<file path="src/rtl/asteroids_pkg.sv">
// Shared constants and state encoding for the asteroids video-side blocks.
package asteroids_pkg;

  localparam int unsigned H_ACTIVE = 640;
  localparam int unsigned V_ACTIVE = 480;
  localparam int unsigned BCD_W    = 4;

  typedef enum logic [1:0] {
    ST_IDLE   = 2'd0,
    ST_ACCUM  = 2'd1,
    ST_REPORT = 2'd2,
    ST_SCORE  = 2'd3
  } state_e;

endpackage

</file>
<file path="src/rtl/bcd_counter.sv">
// Multi-digit saturating BCD incrementer with synchronous clear (clear wins).
module bcd_counter
  import asteroids_pkg::*;
#(
  parameter int unsigned DIGITS = 4
) (
  input  logic                      clk_i,
  input  logic                      rst_i,
  input  logic                      clr_i,
  input  logic                      inc_i,
  output logic [DIGITS*BCD_W-1:0]   value_o
);

  localparam int unsigned W = DIGITS * BCD_W;

  logic [W-1:0] value_q, value_d, incr_c;
  logic         all_nines_c, carry_c;

  // Ripple the +1 through the digits; all-nines holds the value.
  always_comb begin
    incr_c      = value_q;
    carry_c     = 1'b1;
    all_nines_c = 1'b1;
    for (int unsigned d = 0; d < DIGITS; d++) begin
      if (value_q[d*BCD_W +: BCD_W] != BCD_W'(9)) begin
        all_nines_c = 1'b0;
      end
      if (carry_c) begin
        if (value_q[d*BCD_W +: BCD_W] >= BCD_W'(9)) begin
          incr_c[d*BCD_W +: BCD_W] = '0;
        end else begin
          incr_c[d*BCD_W +: BCD_W] = value_q[d*BCD_W +: BCD_W] + BCD_W'(1);
          carry_c                  = 1'b0;
        end
      end
    end
  end

  always_comb begin
    value_d = value_q;
    if (clr_i) begin
      value_d = '0;
    end else if (inc_i && !all_nines_c) begin
      value_d = incr_c;
    end
  end

  always_ff @(posedge clk_i or posedge rst_i) begin
    if (rst_i) begin
      value_q <= '0;
    end else begin
      value_q <= value_d;
    end
  end

  assign value_o = value_q;

endmodule

</file>
<file path="src/rtl/collision_monitor.sv">
// Samples sprite draw pixels against the VGA scan, reports per-object hits
// once per frame, and keeps the BCD score and sticky game-over flag.
module collision_monitor #(
  parameter int unsigned N_TORP   = 4,
  parameter int unsigned N_AST    = 8,
  parameter int unsigned H_ACTIVE = asteroids_pkg::H_ACTIVE,
  parameter int unsigned V_ACTIVE = asteroids_pkg::V_ACTIVE,
  parameter int unsigned DIGITS   = 4
) (
  input  logic                  iPClk,
  input  logic                  iRst,
  input  logic [10:0]           iVGA_X,
  input  logic [10:0]           iVGA_Y,
  input  logic [N_TORP-1:0]     iTorpDraw,
  input  logic [N_AST-1:0]      iAstDraw,
  input  logic                  iShipDraw,
  input  logic                  iClearScore,
  output logic [N_TORP-1:0]     oTorpHit,
  output logic [N_AST-1:0]      oAstHit,
  output logic                  oShipHit,
  output logic                  oFrameStart,
  output logic [4*DIGITS-1:0]   oScore,
  output logic                  oGameOver
);

  import asteroids_pkg::*;

  localparam int unsigned HC_W   = $clog2(N_AST + 1);
  localparam logic [10:0] H_LIM  = 11'(H_ACTIVE);
  localparam logic [10:0] V_LIM  = 11'(V_ACTIVE);
  localparam logic [10:0] H_LAST = 11'(H_ACTIVE - 1);
  localparam logic [10:0] V_LAST = 11'(V_ACTIVE - 1);

  function automatic logic [HC_W-1:0] popcount(input logic [N_AST-1:0] v);
    logic [HC_W-1:0] c;
    c = '0;
    for (int unsigned i = 0; i < N_AST; i++) begin
      c = c + HC_W'(v[i]);
    end
    return c;
  endfunction

  state_e              state_q, state_d;
  logic [N_TORP-1:0]   torp_pend_q, torp_pend_d;
  logic [N_AST-1:0]    ast_pend_q, ast_pend_d;
  logic                ship_pend_q, ship_pend_d;
  logic [HC_W-1:0]     hit_cnt_q, hit_cnt_d;
  logic [N_TORP-1:0]   torp_hit_q, torp_hit_d;
  logic [N_AST-1:0]    ast_hit_q, ast_hit_d;
  logic                ship_hit_q, ship_hit_d;
  logic                frame_start_q, frame_start_d;
  logic                game_over_q, game_over_d;

  logic                sample_c, origin_c, last_c, score_inc_c;
  logic [N_TORP-1:0]   torp_ov_c;
  logic [N_AST-1:0]    ast_ov_c;
  logic                ship_ov_c;
  logic [HC_W-1:0]     ast_cnt_c;

  assign sample_c  = (iVGA_X < H_LIM) && (iVGA_Y < V_LIM);
  assign origin_c  = sample_c && (iVGA_X == 11'd0) && (iVGA_Y == 11'd0);
  assign last_c    = sample_c && (iVGA_X == H_LAST) && (iVGA_Y == V_LAST);

  // Ship/torpedo and same-class overlaps are deliberately not considered.
  assign torp_ov_c = iTorpDraw & {N_TORP{|iAstDraw}};
  assign ast_ov_c  = iAstDraw & {N_AST{|iTorpDraw}};
  assign ship_ov_c = iShipDraw & (|iAstDraw);
  assign ast_cnt_c = popcount(ast_pend_q);

  always_comb begin
    state_d       = state_q;
    torp_pend_d   = torp_pend_q;
    ast_pend_d    = ast_pend_q;
    ship_pend_d   = ship_pend_q;
    hit_cnt_d     = hit_cnt_q;
    torp_hit_d    = '0;
    ast_hit_d     = '0;
    ship_hit_d    = 1'b0;
    frame_start_d = 1'b0;
    game_over_d   = game_over_q;
    score_inc_c   = 1'b0;

    // A sample at the origin always (re)starts accumulation, aborting any frame.
    if (origin_c) begin
      state_d       = ST_ACCUM;
      torp_pend_d   = torp_ov_c;
      ast_pend_d    = ast_ov_c;
      ship_pend_d   = ship_ov_c;
      hit_cnt_d     = '0;
      frame_start_d = 1'b1;
    end else begin
      case (state_q)
        ST_IDLE: ;
        ST_ACCUM: begin
          if (sample_c) begin
            torp_pend_d = torp_pend_q | torp_ov_c;
            ast_pend_d  = ast_pend_q | ast_ov_c;
            ship_pend_d = ship_pend_q | ship_ov_c;
            if (last_c) begin
              state_d    = ST_REPORT;
              torp_hit_d = torp_pend_d;
              ast_hit_d  = ast_pend_d;
              ship_hit_d = ship_pend_d;
            end
          end
        end
        ST_REPORT: begin
          hit_cnt_d   = ast_cnt_c;
          torp_pend_d = '0;
          ast_pend_d  = '0;
          ship_pend_d = 1'b0;
          if (ship_pend_q) begin
            game_over_d = 1'b1;
          end
          state_d = (ast_cnt_c != '0) ? ST_SCORE : ST_IDLE;
        end
        ST_SCORE: begin
          if (iClearScore) begin
            hit_cnt_d = '0;
            state_d   = ST_IDLE;
          end else begin
            score_inc_c = 1'b1;
            hit_cnt_d   = hit_cnt_q - HC_W'(1);
            if (hit_cnt_q == HC_W'(1)) begin
              state_d = ST_IDLE;
            end
          end
        end
        default: state_d = ST_IDLE;
      endcase
    end

    if (iClearScore) begin
      game_over_d = 1'b0;
    end
  end

  always_ff @(posedge iPClk or posedge iRst) begin
    if (iRst) begin
      state_q       <= ST_IDLE;
      torp_pend_q   <= '0;
      ast_pend_q    <= '0;
      ship_pend_q   <= 1'b0;
      hit_cnt_q     <= '0;
      torp_hit_q    <= '0;
      ast_hit_q     <= '0;
      ship_hit_q    <= 1'b0;
      frame_start_q <= 1'b0;
      game_over_q   <= 1'b0;
    end else begin
      state_q       <= state_d;
      torp_pend_q   <= torp_pend_d;
      ast_pend_q    <= ast_pend_d;
      ship_pend_q   <= ship_pend_d;
      hit_cnt_q     <= hit_cnt_d;
      torp_hit_q    <= torp_hit_d;
      ast_hit_q     <= ast_hit_d;
      ship_hit_q    <= ship_hit_d;
      frame_start_q <= frame_start_d;
      game_over_q   <= game_over_d;
    end
  end

  bcd_counter #(
    .DIGITS (DIGITS)
  ) u_score (
    .clk_i   (iPClk),
    .rst_i   (iRst),
    .clr_i   (iClearScore),
    .inc_i   (score_inc_c),
    .value_o (oScore)
  );

  assign oTorpHit    = torp_hit_q;
  assign oAstHit     = ast_hit_q;
  assign oShipHit    = ship_hit_q;
  assign oFrameStart = frame_start_q;
  assign oGameOver   = game_over_q;

endmodule

</file>
<file path="config.mk">
export PLATFORM = sky130hd
export DESIGN_NAME = collision_monitor
export DESIGN_NICKNAME = d
export VERILOG_FILES = /design/src/rtl/asteroids_pkg.sv /design/src/rtl/bcd_counter.sv /design/src/rtl/collision_monitor.sv
export SDC_FILE = /design/constraint.sdc
export NUM_CORES = 1
export LEC_CHECK = 0
export CAP_MARGIN = 20
export CORE_MARGIN = 1
export CORE_UTILIZATION = 65
export DETAILED_ROUTE_END_ITERATION = 8
export DONT_BUFFER_PORTS = 1
export PLACE_DENSITY = 0.81
export SLEW_MARGIN = 10
export SYNTH_ARGS = -nofsm -noshare
export SYNTH_HDL_FRONTEND = slang
export SYNTH_SLANG_ARGS = --single-unit
</file>
<file path="constraint.sdc">
create_clock -name iPClk -period 5.1 [get_ports iPClk]
set_input_delay 1.02 -clock iPClk [delete_from_list [all_inputs] [get_ports iPClk]]
set_output_delay 1.02 -clock iPClk [all_outputs]
set_load 0.01 [all_outputs]
</file>
==> metrics.yaml <==
clocking:
  path_clk_slew_ns: 0.11
  ctsHoldBuffers: 0
  postCtsSetupBuffers: 0
  clockBufferDepth: 2
  cts.sinks: 50
  cts_buffers: 5
  h-tree-depth: 2
  cts_resized: 0
  cts_tree: "built"
  clk_latency_ns: 0.32
  cts-root-buf: "clkbuf_8"
sta:
  drv_slew: 0
  slew_headroom_pct: 53.05
  finalCritPeriodShare_pct: 68.11
  fin_worst_skew_ns: 0.01257
  rsz0062_at_grt: "no"
  max_freq_ghz: 0.2879
  setup_violations: 0
  setup_tns_ns: 0
  hold_viol_final: 0
  worstMarginPinSlew_ns: 0.7029
  finalWorstSetupSlack_ns: 1.626
  period_needed_ns: 3.474
setup_path:
  arrival_ns: 3.72
  cp.buffers_inverters: 2
  path_cells: "fa_1, inv_1, fa_1, fa_1, inv_1, ha_1, fa_1, nand2_1, o21ba_2, nor3_1, a2111o_1, mux2i_1"
  crit_fanout: 3
  cp-start-kind: "register"
  timing.critical_path.mode_cell: "fa_1"
  crit_family: "adder cells"
  crit_type: "register to register"
  slowest_stage: "fa_1"
  endpoint_kind: "register"
  required_ns: 5.35
  max_stage_delay_ns: 0.54
flow_run:
  drv_cap: 0
floorplanning:
  core-area_um2: 4354
  die_area_um2: 4802
  rows: 24
  start_util_pct: 67.61
  fp.dieH_um: 69.30
  io_pins: 69
  fp.dieW_um: 69.30
outcome:
  status: "complete, no violations"
power_and_ir_drop:
  seq_power_share_pct: 43.4
  power_density_nw_per_um2: 369.0
  pwr-share-clk_pct: 21.9
  irDropWorstVdd_mv: 0.2127
  cellLeakagePower_nw: 1.385
  intPower_w: 0.0007246
  p_switching_w: 0.0004097
  netSwitchingFraction_pct: 36.12
  comb_power_share_pct: 34.7
logic_synthesis:
  netlist_area_um2: 2944
  netlist.top_cell.by_area: "dfrtp_1"
  ys_seq_area_share_pct: 42.50
  ys_ff_latch: 50
  synth.top_cell.area_share_pct: 42.50
  async_reset_ff_share_pct: 100.0
  synth_area_leaders: "dfrtp_1 42%, ha_1 8.5%, nor2_1 4.0%"
  avgSynthCellArea_um2: 10.01
  syn-num-nets: 356
  ys.flop_type: "dfrtp_1"
  synth_edf_count: 0
  netlist_instances: 294
  synth_cell_types: 60
  yosysWarnings: 0
global_routing:
  grt_pass1_wl_um: 10100
  globalRouteOverflowTotal: 0
  grt_max_degree: 51
  grt_pass1_vias: 2180
  antenna_found_initial: 0
  grtUsageTotal_pct: 26.49
layout:
  layout-drive-gt1-share_pct: 8.136
  n_fill_cell: 321
  area_growth_pct: 4.420
  nets: 356
  n_antenna_cell: 0
drt:
  wl_per_cell_um: 17.55
  drt_iter0_drc: 130
  vias_per_cell: 6.559
  drt_pass1_iterations: 4
  wirelength_um: 6089
  drc: 0
  dr_total_vias: 2276
  ant_nets: 0
placed_design:
  gp_congestion: 0.8121
  dp_hpwl_um: 4384
  place_worst_setup_slack_ns: 1.657
  portBuffers: 0
hold_path:
  min_path_type: "input pin to asynchronous set/reset pin"
layer usage:
layer  routed length (µm)  global-route usage, %  vias to the layer above
met5                    0                      0                        -
met4                   72                  6.576                        0
met1                 2748                  35.61                     1102
met2                 2845                  42.18                       99
li1                     -                      -                     1067
met3                  422                  7.994                        8
cell usage in the layout (no fill, tap or decap), drive strengths merged, types with 3 or more instances in the layout:
cell type,count
mux2i,4
nor3b,4
ha,20
nor2b,4
a22o,9
a21o,3
nor2,31
a21oi,25
a32o,5
o21ai,5
clkbuf,5
dfrtp,50
nor3,8
or4,3
inv,29
nand4,5
nor4,9
nand2,11
fa,4
nand2b,4
a211oi,4
nand3,10
logic make-up (layout without fill, tap and decap cells):
| logic type | Yosys count | after routing | share of synthesized area [%] |
|---|---|---|---|
| adder cells (fa/ha/maj) | 24 | 24 | 11.22 |
| flip-flops | 50 | 50 | 42.50 |
| XOR/XNOR | 3 | 3 | 0.8926 |
| multiplexers | 6 | 6 | 2.125 |
| AO/OA/AOI/OAI | 73 | 73 | 19.00 |
| buffers and inverters | 36 | 37 | 5.440 |
| AND/OR/NAND/NOR | 102 | 102 | 18.83 |
metrics by stage:
stage	total power [W]	cell area, µm²	hold WS (ns)	std cells	utilization, %
detailed placement	0.0008879	2959	0.4822	338	67.96
global route	0.001207	3074	0.5039	347	70.60
global placement	0.0008746	2959	0.4739	338	67.96
finish	0.001134	3074	0.5032	347	70.60
CTS	0.001133	3054	0.5069	346	70.14
floorplan	0.0008238	2944	0.4628	294	-
cell usage after synthesis, types with 3 or more instances:
cell type,number
a211oi_1,3
mux2i_1,4
nand4_1,5
nor2b_1,4
inv_1,27
a22o_1,9
nor3_1,8
dfrtp_1,50
fa_1,4
a21o_1,3
nand2_1,11
nor4_1,9
nor3b_1,4
nand3_1,10
nand2b_1,4
a32o_1,5
o21ai_0,5
nor2_1,31
a21oi_1,23
clkbuf_1,5
ha_1,20
power by group through the flow:
stage	logic [W]	registers (W)	clock network, W
final	0.000394	0.000492	0.000248
after global routing	0.000444	0.000498	0.000264
after CTS	0.000392	0.000491	0.000250
after detailed placement	0.000389	0.000499	0
after global placement	0.000379	0.000496	0
after floorplan	0.000338	0.000486	0
final cells by class:
class | instances | area [µm²] | area share (%)
clock buffers | 5 | 68.82 | 2.239
clock inverters | 3 | 26.28 | 0.8547
inverters | 28 | 110.1 | 3.582
multi-input cells | 208 | 1533 | 49.86
flip-flops and latches | 50 | 1251 | 40.70
well taps | 52 | 65.06 | 2.116
repair buffers | 1 | 20.02 | 0.6512
registers in the layout, summed over array words and instances (netlist names):
name / count
hit_cnt_q: 4
ship_pend_q: 1
oAstHit: 8
oTorpHit: 4
oShipHit: 1
u_score.value_o: 16
oGameOver: 1
ast_pend_q: 8
oFrameStart: 1
state_q: 2
torp_pend_q: 4
worst paths after layout:
| check | from | end | slack [ns] | cells past startpoint |
|---|---|---|---|---|
| worst max register to register | ast_pend_q[0] | state_q[1] | 1.63 | 12 |
| min in group iPClk | torp_pend_q[0] | torp_pend_q[0] | 0.50 | 1 |
| worst max-delay path | ast_pend_q[0] | state_q[1] | 1.63 | 12 |
| worst min register to register | torp_pend_q[0] | torp_pend_q[0] | 0.50 | 1 |
| max in group asynchronous | iRst | u_score.value_o[6] | 4.12 | 2 |
| worst min-delay path | iRst | oAstHit[1] | 0.50 | 1 |
(Power assumes the default switching activity.)
